## config.mk

```make
export PLATFORM = sky130hd
export DESIGN_NAME = fft_dac_stream
export DESIGN_NICKNAME = d
export VERILOG_FILES = /design/src/rtl/fft_dac_stream.sv
export SDC_FILE = /design/constraint.sdc
export NUM_CORES = 1
export LEC_CHECK = 0
export ABC_AREA = 0
export BUFFER_PORTS_ARGS = -buffer_cell sky130_fd_sc_hd__buf_2
export CAP_MARGIN = 20
export CORE_UTILIZATION = 45
export CTS_BUF_LIST = sky130_fd_sc_hd__clkbuf_4 sky130_fd_sc_hd__clkbuf_8 sky130_fd_sc_hd__clkbuf_16
export CTS_CLUSTER_SIZE = 30
export DETAILED_ROUTE_END_ITERATION = 16
export SKIP_LAST_GASP = 1
export SYNTH_ARGS = -nofsm -noshare
export SYNTH_HDL_FRONTEND = slang
export SYNTH_SLANG_ARGS = --single-unit
```

## constraint.sdc

```tcl
create_clock -name iCLK -period 6.75 [get_ports iCLK]
set_clock_uncertainty 0.15 [all_clocks]
set_input_delay 1.0125 -clock iCLK [delete_from_list [all_inputs] [get_ports iCLK]]
set_output_delay 1.0125 -clock iCLK [all_outputs]
set_load 0.005 [all_outputs]
```

## src/rtl/fft_dac_stream.sv

```systemverilog
`timescale 1ns/1ps
// Sample-rate DAC streamer: a small FIFO feeds one CS-framed, MSB-first serial word
// per sample period. When the FIFO runs dry the previous sample is re-sent.
module fft_dac_stream #(
   parameter int DATA_W      = 16,
   parameter int FIFO_AW     = 4,
   parameter int SCLK_DIV    = 4,
   parameter int SMPL_PERIOD = 1134
) (
   input  logic              iCLK,
   input  logic              iRESET,
   input  logic              iEN,
   input  logic              iWR,
   input  logic [DATA_W-1:0] iDATA,
   output logic              oFULL,
   output logic              oEMPTY,
   output logic [FIFO_AW:0]  oLEVEL,
   output logic              oOVERFLOW,
   output logic              oUNDERRUN,
   output logic              oDAC_DATA,
   output logic              oDAC_CS,
   output logic              oDAC_CLK
);

   localparam int DEPTH = 2**FIFO_AW;
   localparam int PW    = $clog2(SMPL_PERIOD);
   localparam int DW    = $clog2(SCLK_DIV + 1);
   localparam int BW    = $clog2(DATA_W + 1);

   typedef enum logic [1:0] {S_IDLE, S_LOW, S_HIGH} state_t;

   logic [PW-1:0]     pace_cnt_reg;
   logic              tick;

   logic [DATA_W-1:0] mem [DEPTH];
   logic [FIFO_AW:0]  wr_ptr_reg, rd_ptr_reg, wr_ptr_next, rd_ptr_next;
   logic [FIFO_AW:0]  level_reg;
   logic              full_reg, empty_reg, ovf_reg, und_reg;
   logic              push, start, pop;
   logic [DATA_W-1:0] head, frame_word;

   state_t            state_reg, state_next;
   logic [DW-1:0]     div_reg, div_next;
   logic [BW-1:0]     bit_reg, bit_next;
   logic [DATA_W-1:0] shift_reg, shift_next, last_reg, last_next;
   logic              cs_reg, cs_next, sclk_reg, sclk_next, sdata_reg, sdata_next;

   assign tick = iEN && (pace_cnt_reg == PW'(SMPL_PERIOD - 1));

   always_ff @(posedge iCLK or negedge iRESET) begin
      if (!iRESET)
         pace_cnt_reg <= '0;
      else if (!iEN || tick)
         pace_cnt_reg <= '0;
      else
         pace_cnt_reg <= pace_cnt_reg + PW'(1);
   end

   // Full/empty are judged on the pre-edge state: a write while full is dropped even if
   // a pop happens on the same edge, and a write into an empty FIFO is not sent on that tick.
   assign push        = iWR && !full_reg;
   assign start       = tick && (state_reg == S_IDLE);
   assign pop         = start && !empty_reg;
   assign head        = mem[rd_ptr_reg[FIFO_AW-1:0]];
   assign frame_word  = empty_reg ? last_reg : head;
   assign wr_ptr_next = wr_ptr_reg + (FIFO_AW+1)'(push);
   assign rd_ptr_next = rd_ptr_reg + (FIFO_AW+1)'(pop);

   always_ff @(posedge iCLK) begin
      if (push)
         mem[wr_ptr_reg[FIFO_AW-1:0]] <= iDATA;
   end

   always_ff @(posedge iCLK or negedge iRESET) begin
      if (!iRESET) begin
         wr_ptr_reg <= '0;
         rd_ptr_reg <= '0;
         level_reg  <= '0;
         full_reg   <= 1'b0;
         empty_reg  <= 1'b1;
         ovf_reg    <= 1'b0;
         und_reg    <= 1'b0;
      end else begin
         wr_ptr_reg <= wr_ptr_next;
         rd_ptr_reg <= rd_ptr_next;
         level_reg  <= wr_ptr_next - rd_ptr_next;
         full_reg   <= (wr_ptr_next[FIFO_AW] != rd_ptr_next[FIFO_AW]) &&
                       (wr_ptr_next[FIFO_AW-1:0] == rd_ptr_next[FIFO_AW-1:0]);
         empty_reg  <= (wr_ptr_next == rd_ptr_next);
         ovf_reg    <= iWR && full_reg;
         und_reg    <= start && empty_reg;
      end
   end

   always_comb begin
      state_next = state_reg;
      div_next   = div_reg;
      bit_next   = bit_reg;
      shift_next = shift_reg;
      last_next  = last_reg;
      cs_next    = cs_reg;
      sclk_next  = sclk_reg;
      sdata_next = sdata_reg;
      case (state_reg)
         S_IDLE: begin
            cs_next    = 1'b1;
            sclk_next  = 1'b0;
            sdata_next = 1'b0;
            if (start) begin
               state_next = S_LOW;
               div_next   = '0;
               bit_next   = BW'(DATA_W);
               last_next  = frame_word;
               shift_next = frame_word;
               cs_next    = 1'b0;
               sdata_next = frame_word[DATA_W-1];
            end
         end
         S_LOW: begin
            if (div_reg == DW'(SCLK_DIV - 1)) begin
               div_next   = '0;
               sclk_next  = 1'b1;
               state_next = S_HIGH;
            end else begin
               div_next = div_reg + DW'(1);
            end
         end
         S_HIGH: begin
            if (div_reg == DW'(SCLK_DIV - 1)) begin
               div_next  = '0;
               sclk_next = 1'b0;
               if (bit_reg == BW'(1)) begin
                  state_next = S_IDLE;
                  cs_next    = 1'b1;
                  sdata_next = 1'b0;
               end else begin
                  // Next bit is presented on the falling edge of the serial clock.
                  bit_next   = bit_reg - BW'(1);
                  shift_next = shift_reg << 1;
                  sdata_next = shift_reg[DATA_W-2];
                  state_next = S_LOW;
               end
            end else begin
               div_next = div_reg + DW'(1);
            end
         end
         default: state_next = S_IDLE;
      endcase
   end

   always_ff @(posedge iCLK or negedge iRESET) begin
      if (!iRESET) begin
         state_reg <= S_IDLE;
         div_reg   <= '0;
         bit_reg   <= '0;
         shift_reg <= '0;
         last_reg  <= '0;
         cs_reg    <= 1'b1;
         sclk_reg  <= 1'b0;
         sdata_reg <= 1'b0;
      end else begin
         state_reg <= state_next;
         div_reg   <= div_next;
         bit_reg   <= bit_next;
         shift_reg <= shift_next;
         last_reg  <= last_next;
         cs_reg    <= cs_next;
         sclk_reg  <= sclk_next;
         sdata_reg <= sdata_next;
      end
   end

   assign oFULL     = full_reg;
   assign oEMPTY    = empty_reg;
   assign oLEVEL    = level_reg;
   assign oOVERFLOW = ovf_reg;
   assign oUNDERRUN = und_reg;
   assign oDAC_DATA = sdata_reg;
   assign oDAC_CS   = cs_reg;
   assign oDAC_CLK  = sclk_reg;

endmodule

```

==> Yosys cells after proc, flatten, opt, wreduce, memory -nomap -nowiden <==
Memories as Yosys holds them, arrays and structs flattened.
Index checks and enable logic that the tools add are counted.
W data, S select, Z words.
{ "totals": {"register_bits": 74, "ramBits": 256, "inputBits": 20, "output_inout_bits": 12, "n_memories": 1} }
{ "op_classes": {"addsub": 6, "n_eq_ne": 13, "mux": 31, "reduce_logical": 23} }
{ "memory_table": {"columns": ["memory", "words", "width", "read_ports", "rd_clocked_by_memory_dff", "wr", "line_no", "rtl"], "rows": [
  ["mem", 16, 16, 1, 0, 1, "35", "logic [DATA_W-1:0] mem [DEPTH];"]
]} }
{ "ops": {"columns": ["operator", "n"], "rows": [
  ["$mux W15", 3],
  ["$pmux W15 S2", 1],
  ["$mux W16", 1],
  ["$mux W5", 3],
  ["$add A11 B1 Y11 const B", 1],
  ["$eq A11 B11 Y1 const B", 1],
  ["$mux W1", 11],
  ["$mux W11", 1],
  ["$add A5 B1 Y5", 2],
  ["$ne A2 B2 Y1 const B", 5],
  ["$pmux W5 S2", 1],
  ["$reduce_and A3 Y1", 3],
  ["$logic_and A1 B1 Y1", 7],
  ["$mux W2", 3],
  ["$mux W3", 2],
  ["$pmux W2 S3", 1],
  ["$pmux W3 S2", 1],
  ["$reduce_and A2 Y1", 3],
  ["$eq A5 B1 Y1 const B", 1],
  ["$eq A5 B5 Y1", 1],
  ["$sub A5 B1 Y5 const B", 1],
  ["$sub A5 B5 Y5", 1],
  ["$eq A4 B4 Y1", 1],
  ["$pmux W1 S2", 2],
  ["13 further kinds", 16]
]} }

==> Depth between registers and ports, before layout <==
Gate-level depths: netlist (run 1).
{ "depth": {"ltp_word": 7, "mapped_depth": 14, "depth_no_buf": 13} }

==> Least setup slack after synthesis (run 1) <==
Ideal clock, no wire load.
{ "synth_timing": {"kind": "input to register", "startpoint": "in iEN", "endpoint": "reg level_reg[4] (netlist: oLEVEL[4])", "arrival_time_ps": 2998, "required_time_ps": 6506, "path_slack_ps": 3508, "stages": 11, "cell_sequence": "nand4_2 > nor3_2 > buf_2 > xnor2_1 > ha_1 > inv_1 > ha_1 > a21oi_1 > a21oi_1 > and4_1 > a211oi_1"} }
{ "synth_between": {"elab_chain_len": 5} }
{ "synth_rtl": {"columns": ["element", "line_no", "rtl"], "rows": [
  ["from (decl)", "12", "input logic iEN,"],
  ["$logic_and A1 B1 Y1", "48", "assign tick = iEN && (pace_cnt_reg == PW'(SMPL_PERIOD - 1));"],
  ["$logic_and A1 B1 Y1", "62", "assign start = tick && (state_reg == S_IDLE);"],
  ["$logic_and A1 B1 Y1", "63", "assign pop = start && !empty_reg;"],
  ["$add A5 B1 Y5", "67", "assign rd_ptr_next = rd_ptr_reg + (FIFO_AW+1)'(pop);"],
  ["net rd_ptr_next[0]", "36", "logic [FIFO_AW:0] wr_ptr_reg, rd_ptr_reg, wr_ptr_next, rd_ptr_next;"],
  ["$sub A5 B5 Y5", "86", "level_reg <= wr_ptr_next - rd_ptr_next;"],
  ["to (signal assigned)", "86", null],
  ["to (decl)", "37", "logic [FIFO_AW:0] level_reg;"]
]} }
The timed path passes the listed nets, and every way through them passes these cells.
A chain may end at the register's enable or synchronous reset.

==> Final worst setup path (run 1) <==
{ "layout_timing": {"startpoint": "reg rd_ptr_reg[3]", "endpoint": "reg level_reg[4] (netlist: oLEVEL[4])"} }
{ "layout_between": {"elab_chain_len": 2} }
{ "layout_rtl": {"columns": ["element", "line_no", "rtl"], "rows": [
  ["from (decl)", "36", null],
  ["from (signal assigned)", "85", "rd_ptr_reg <= rd_ptr_next;"],
  ["$add A5 B1 Y5", "67", null],
  ["$sub A5 B5 Y5", "86", null]
]} }
No other way between the ends.

==> impl_metrics.ini, run 1 <==
[drt]
ant_nets = 0
wl_per_cell_um = 22.6
route.vias.total = 7252
dr.first_iter.drc_count = 566
drc = 0
via_per_inst = 5.74
finalWirelength_um = 28600
dr.pass1.iters = 5

[final_layout]
final_core_util_pct = 52.7
final_common_cell = edfxtp_1
area.growth.synth_to_final_pct = 14.2
num-nets-final = 886
drive_gt1_share_pct = 20.8
largest_reg_flops = 256
instances_no_fill = 1263
layout_common_cells = edfxtp_1, dfrtp_1, mux2i_1

[timing]
relSlewSlack_pct = 30.3
period_needed_ns = 3.47
setup_tns_ns = 0
holdWs_ns = 0.354
post-route-period-util_pct = 51.4
hold_viol = 0
rsz0062_at_grt = false
finalMaxSlewViolations = 0
timing.fmax_mhz = 288
worstMarginPinSlew_ns = 1.04
setup_violations = 0

[clock_tree]
path_clk_slew_ns = 0.06
cts_tree = done
ctsResizeCount = 0
clock_sinks = 330
clk_latency_ns = 0.50
cts_hold_buf = 0
cts_buffers = 36
post_cts_buffers = 0
clock-root-buffer = clkbuf_16
cts.htree.levels = 2
cts_max_path_buffers = 3

[synth]
synth-edff-count = 256
synth_compound_area_share_pct = 7.43
ys.flop_type = edfxtp_1
ys_seq_elements = 330
avgSynthCellArea_um2 = 16.8
synthXorXnorAreaFrac_pct = 1.25
yosysUniqueCellTypes = 56
synth_seq_area_share_pct = 71.4
yosys.area.top_type = edfxtp_1
synth_top_cell_area_share_pct = 57.5
synthSimpleGateAreaFrac_pct = 4.96
synth_adder_area_share_pct = 1.31
syn_inst = 797
muxShareOfSynthArea_pct = 11.8
async_flop_share_pct = 22.4
synthesis.area_um2 = 13400
synthesis.nets = 831
synth_top_family_by_area = multiplexers
synth_area_leaders = edfxtp_1, dfrtp_1, mux4_2
ys_warn_count = 0

[worst_setup_path]
crit_required_ns = 7.00
cp_max_fo = 20
start_kind = register
worstSetupEndpointType = register
critPathKind = register to register
cp_data_arrival_time_ns = 3.72
reg2regPathDepth = 4

[global_routing]
globalRouteOverflowTotal = 0
antenna_found_initial = 1
grt_usage_pct = 19.4
grt_pass1_vias = 7543
grt_first_pass_wirelength_um = 44500
grt_max_degree = 75

[placed_design]
gp_congestion = 0.748
place_hpwl_um = 16800
port_buffers = 31
dpl.cell_count = 1197

[power]
powerDensity_nw_per_um2 = 319
p_leak_nw = 6.03
vdd_ir_drop_max_uv = 186

[status]
outcome = completed

[job]
maxCapViolations = 0

[hold_path]
hold_path_depth = 1
hold_class = register to register

[floorplanning]
die_h_um = 174
core_area_um2 = 28900
io_pins = 32
start_util_pct = 46.2
row_count = 62
fp.dieW_um = 174
die_area_um2 = 30400
[where the power goes]
part	switching, mW	internal, mW
Combinational	0.296	0.143
Sequential	0.0720	2.39
Clock	0.751	1.22
[cell type report]
cell class	instances	area [um^2]
clock inverters	17	185
flip-flops and latches	330	9550
fillers	2295	13700
clock buffers	47	1020
repair buffers	54	334
diodes	1	2.50
well taps	384	480
multi-input cells	409	3610
inverters	21	78.8
[worst paths after layout]
kind                                from         endpoint  slack [ns]
setup / recovery           rd_ptr_reg[3]        oLEVEL[4]        3.28
hold / removal                div_reg[1]       div_reg[1]        0.35
setup reg to reg           rd_ptr_reg[3]        oLEVEL[4]        3.28
hold reg to reg               div_reg[1]       div_reg[1]        0.35
max in group asynchronous         iRESET    rd_ptr_reg[0]        5.24
min in group asynchronous         iRESET  pace_cnt_reg[5]        0.50
[metrics by stage]
stage	total power [mW]	setup WS, ns	area (um^2)
after floorplan	2.73	3.51	13400
after global placement	2.93	3.27	14000
after detailed placement	2.96	3.21	14000
after CTS	4.93	3.28	15200
after global routing	5.06	3.14	15300
final	4.87	3.28	15300
[worst max-delay path, cell delays in order, from the launching register on]
cell and delay, ns:
dfrtp_1 0.99, clkinv_1 0.97, or4_1 0.80, and3_1 0.21, a211oi_1 0.24
[cells in the mapped netlist (11+ instances only)]
library cell	number
nand2_1	33
mux4_2	32
dfrtp_1	72
inv_1	19
clkbuf_1	18
a222oi_1	14
nand3_1	13
nor2_1	41
mux2i_1	67
mux2_2	16
xor2_1	11
a21bo_1	12
a221oi_1	33
nor3_1	12
buf_2	13
ha_1	14
a22oi_1	15
edfxtp_1	256
o21ai_0	26
[routing by layer]
layer	vias up	track usage (%)	part of all wire, %
met1	3761	26.1	43
met4	0	4.42	1.6
met5	-	0	0
met2	182	32.9	51
met3	39	3.17	4.3
li1	3270	-	-
[cells by family (layout without fill, tap and decap cells)]
group	after synthesis	in the layout
AOI/OAI and AO/OA	127	127
xor gates and xnor gates	19	19
adders and majority gates	14	14
buffers and inverters	58	139
DFF	330	330
muxes	115	115
other	0	1
and+or+nand+nor	134	134
Note: power is estimated with default switching activity, not from simulation.
==> run 2: changes to the inputs <==
--- a/config.mk
+++ b/config.mk
@@ -5,7 +5,7 @@
 export SDC_FILE = /design/constraint.sdc
 export NUM_CORES = 1
 export LEC_CHECK = 0
-export ABC_AREA = 0
+export ABC_AREA = 1
 export BUFFER_PORTS_ARGS = -buffer_cell sky130_fd_sc_hd__buf_2
 export CAP_MARGIN = 20
 export CORE_UTILIZATION = 45
==> constraint.sdc (replaced) <==
create_clock -name iCLK -period 3.4 [get_ports iCLK]
set_clock_uncertainty 0.15 [all_clocks]
set_input_delay 0.51 -clock iCLK [delete_from_list [all_inputs] [get_ports iCLK]]
set_output_delay 0.51 -clock iCLK [all_outputs]
set_load 0.005 [all_outputs]
==> run 2 against run 1 <==
Critical endpoint unchanged; setup slack worse by 2.8 ns; critical path type unchanged; clock power up 91%; area after synthesis up 2.4%; count of clock-buffer cells in the layout down 2; non-clock buffer count up 18; die area up 2.4%.
==> impl_metrics.ini, run 2 <==
[synth]
muxShareOfSynthArea_pct = 0
synth_seq_area_share_pct = 69.7
synth_adder_area_share_pct = 1.28
ys_warn_count = 0
synthXorXnorAreaFrac_pct = 0.750
avgSynthCellArea_um2 = 11.7
yosys.area.top_type = edfxtp_1
synth_compound_area_share_pct = 9.42
synth-edff-count = 256
synth_area_leaders = edfxtp_1, dfrtp_1, nand2_1
synthSimpleGateAreaFrac_pct = 15.0
ys_seq_elements = 330
yosys-top-cells-count = edfxtp_1, nand2_1, nor2_1
yosysUniqueCellTypes = 47
async_flop_share_pct = 22.4
synthesis.nets = 1203
synthesis.area_um2 = 13700
ys.flop_type = edfxtp_1
synth_top_cell_area_share_pct = 56.2
synth_top_family_by_area = simple AND/OR/NAND/NOR gates
syn_inst = 1169
synth.most_common_cell = edfxtp_1

[worst_setup_path]
start_kind = register
crit_chain = inv_1 > ha_1 > nand2_1 > nor2_1 > nand4_1 > nand3b_1 > nor2_2 > inv_1 > nor2_1 > ha_1 > inv_1 > nand2_1 > inv_1 > nor2_1 > ha_1 > nor2_1 > nor2_1 > nand3_2 > nand2_1 > nand2_1 > nand2_1
crit_required_ns = 3.66
worstSetupEndpointType = register
crit_slowest_cell = dfrtp_1
worstSetupStartpoint = pace_cnt_reg[1]
cp_max_fo = 3
critical_path.top_delay_family = simple AND/OR/NAND/NOR gates
cp_data_arrival_time_ns = 3.18
worstReg2RegStart = pace_cnt_reg[1]
path_buf_inv = 4
critPathMaxStageDelay_ns = 0.39
critPathKind = register to register

[final_layout]
final_common_cell = edfxtp_1
multi_input_area_um2 = 3660
area.growth.synth_to_final_pct = 13.7
largest_reg_flops = 256
drive_gt1_share_pct = 15.2
n_fill_cell = 2611
final_area_um2 = 15600
diodes = 0
num-nets-final = 1255
regArea_um2 = 9550
layout_common_cells = edfxtp_1, nand2_1, nor2_1

[power]
powerDensity_nw_per_um2 = 616
intPower_mw = 7.26
p_leak_nw = 5.88
power_frac_seq_pct = 51.0
p_comb_share_pct = 9.7
p_clk_share_pct = 39.3
p_sw_mw = 2.32
total_power_mw = 9.58
swShare_pct = 24.2
vdd_ir_drop_max_uv = 445

[timing]
timing.fmax_mhz = 342
worstMarginPinSlew_ns = 0.655
period_needed_ns = 2.92
setup_violations = 0
post-route-period-util_pct = 86.0
setup_tns_ns = 0
hold_viol = 0
relSlewSlack_pct = 56.3
finalMaxSlewViolations = 0
rsz0062_at_grt = false

[floorplanning]
die_area_um2 = 31100
row_count = 63
die_h_um = 176
core_area_um2 = 29800
fp.dieW_um = 176
start_util_pct = 45.9
io_pins = 32

[drt]
dr.first_iter.drc_count = 877
wl_per_cell_um = 19.8
ant_nets = 0
dr.pass1.iters = 5
drc = 0
route.vias.total = 8865
via_per_inst = 5.42
finalWirelength_um = 32400

[global_routing]
grt_usage_pct = 21.5
grt_max_degree = 59
grt_pass1_vias = 8601
grt_first_pass_wirelength_um = 50500
antenna_found_initial = 0
globalRouteOverflowTotal = 0

[clock_tree]
cts_hold_buf = 1
clock-root-buffer = clkbuf_16
post_cts_buffers = 0
cts.htree.levels = 2
cts_buffers = 36
clock_sinks = 330
path_clk_slew_ns = 0.06
cts_max_path_buffers = 3
cts_tree = done
ctsResizeCount = 0
clk_latency_ns = 0.53

[hold_path]
hold_class = primary input to register
hp-start = iWR

[status]
outcome = completed

[job]
maxCapViolations = 0

[placed_design]
gp_congestion = 0.827
place_area_um2 = 14400
port_buffers = 31
place_hpwl_um = 19900
-- run 2: cell types whose count changed after synthesis, moves of 15 or more --
cell / delta
nand2_1: +195
o21ai_0: +44
a22oi_1: -15
o22ai_1: +19
o21ai_1: +35
nand3_1: +43
mux2_2: -16
mux2i_1: -67
a211oi_1: +15
a221oi_1: -32
mux4_2: -32
nor2_1: +94
inv_1: +28
a21oi_1: +48
-- run 2: worst paths after layout --
path,cells after the start,slack [ns],to
max in group asynchronous,3,1.98,oEMPTY
worst max-delay path,21,0.48,oLEVEL[4]
worst min register to register,2,0.33,last_reg[7]
min in group asynchronous,2,0.38,oDAC_DATA
worst max register to register,21,0.48,oLEVEL[4]
worst min-delay path,3,0.04,oOVERFLOW
-- run 2: layout make-up --
cell class / count / area share, %
sequential: 330 / 61.4
multi-input combinational: 723 / 23.5
clock buffer: 45 / 6.23
timing repair buffer: 72 / 3.25
tap: 390 / 3.14
inverter: 58 / 1.41
clock inverter: 18 / 1.09
-- run 2: worst register-to-register path: cells and delay by family (launching register included) --
family        cells  cell delay [ns]
flops             1             0.39
buf+inv           4             0.27
fa+ha+maj         3             0.57
simple gates     14             1.43
-- run 2: cells by family after synthesis --
family                   Yosys count
buffers and inverters            116
flip-flops                       330
AO/OA/AOI/OAI                    223
AND/OR/NAND/NOR                  476
XOR/XNOR                          10
adder cells (fa/ha/maj)           14
-- run 2: routing by layer --
| layer | wire [um] | track usage, % | up-vias |
|---|---|---|---|
| li1 | - | - | 4225 |
| met3 | 1620 | 3.51 | 58 |
| met2 | 15300 | 34.5 | 211 |
| met4 | 880 | 7.33 | 0 |
| met5 | 0 | 0 | - |
| met1 | 14600 | 29.7 | 4371 |
-- run 2: metrics by stage --
step           utilization [%]  instances  setup WS [ns]  hold WS (ns)
2_1_floorplan                -       1169          0.644        0.0644
3_3_place_gp              48.3       1572          0.500         0.312
3_5_place_dp              48.3       1572          0.455         0.316
4_1_cts                   52.2       1636          0.440        0.0259
5_1_grt                   52.2       1636          0.129        0.0459
6_report                  52.2       1636          0.478        0.0446
-- run 2: power groups by stage --
stage               logic, mW  clock network [mW]  registers (mW)
finish                  0.929                3.76            4.89
global route             1.03                3.99            4.92
CTS                     0.946                3.86            4.89
detailed placement      0.938                   0            4.97
global placement        0.925                   0            4.96
floorplan               0.507                   0            4.93
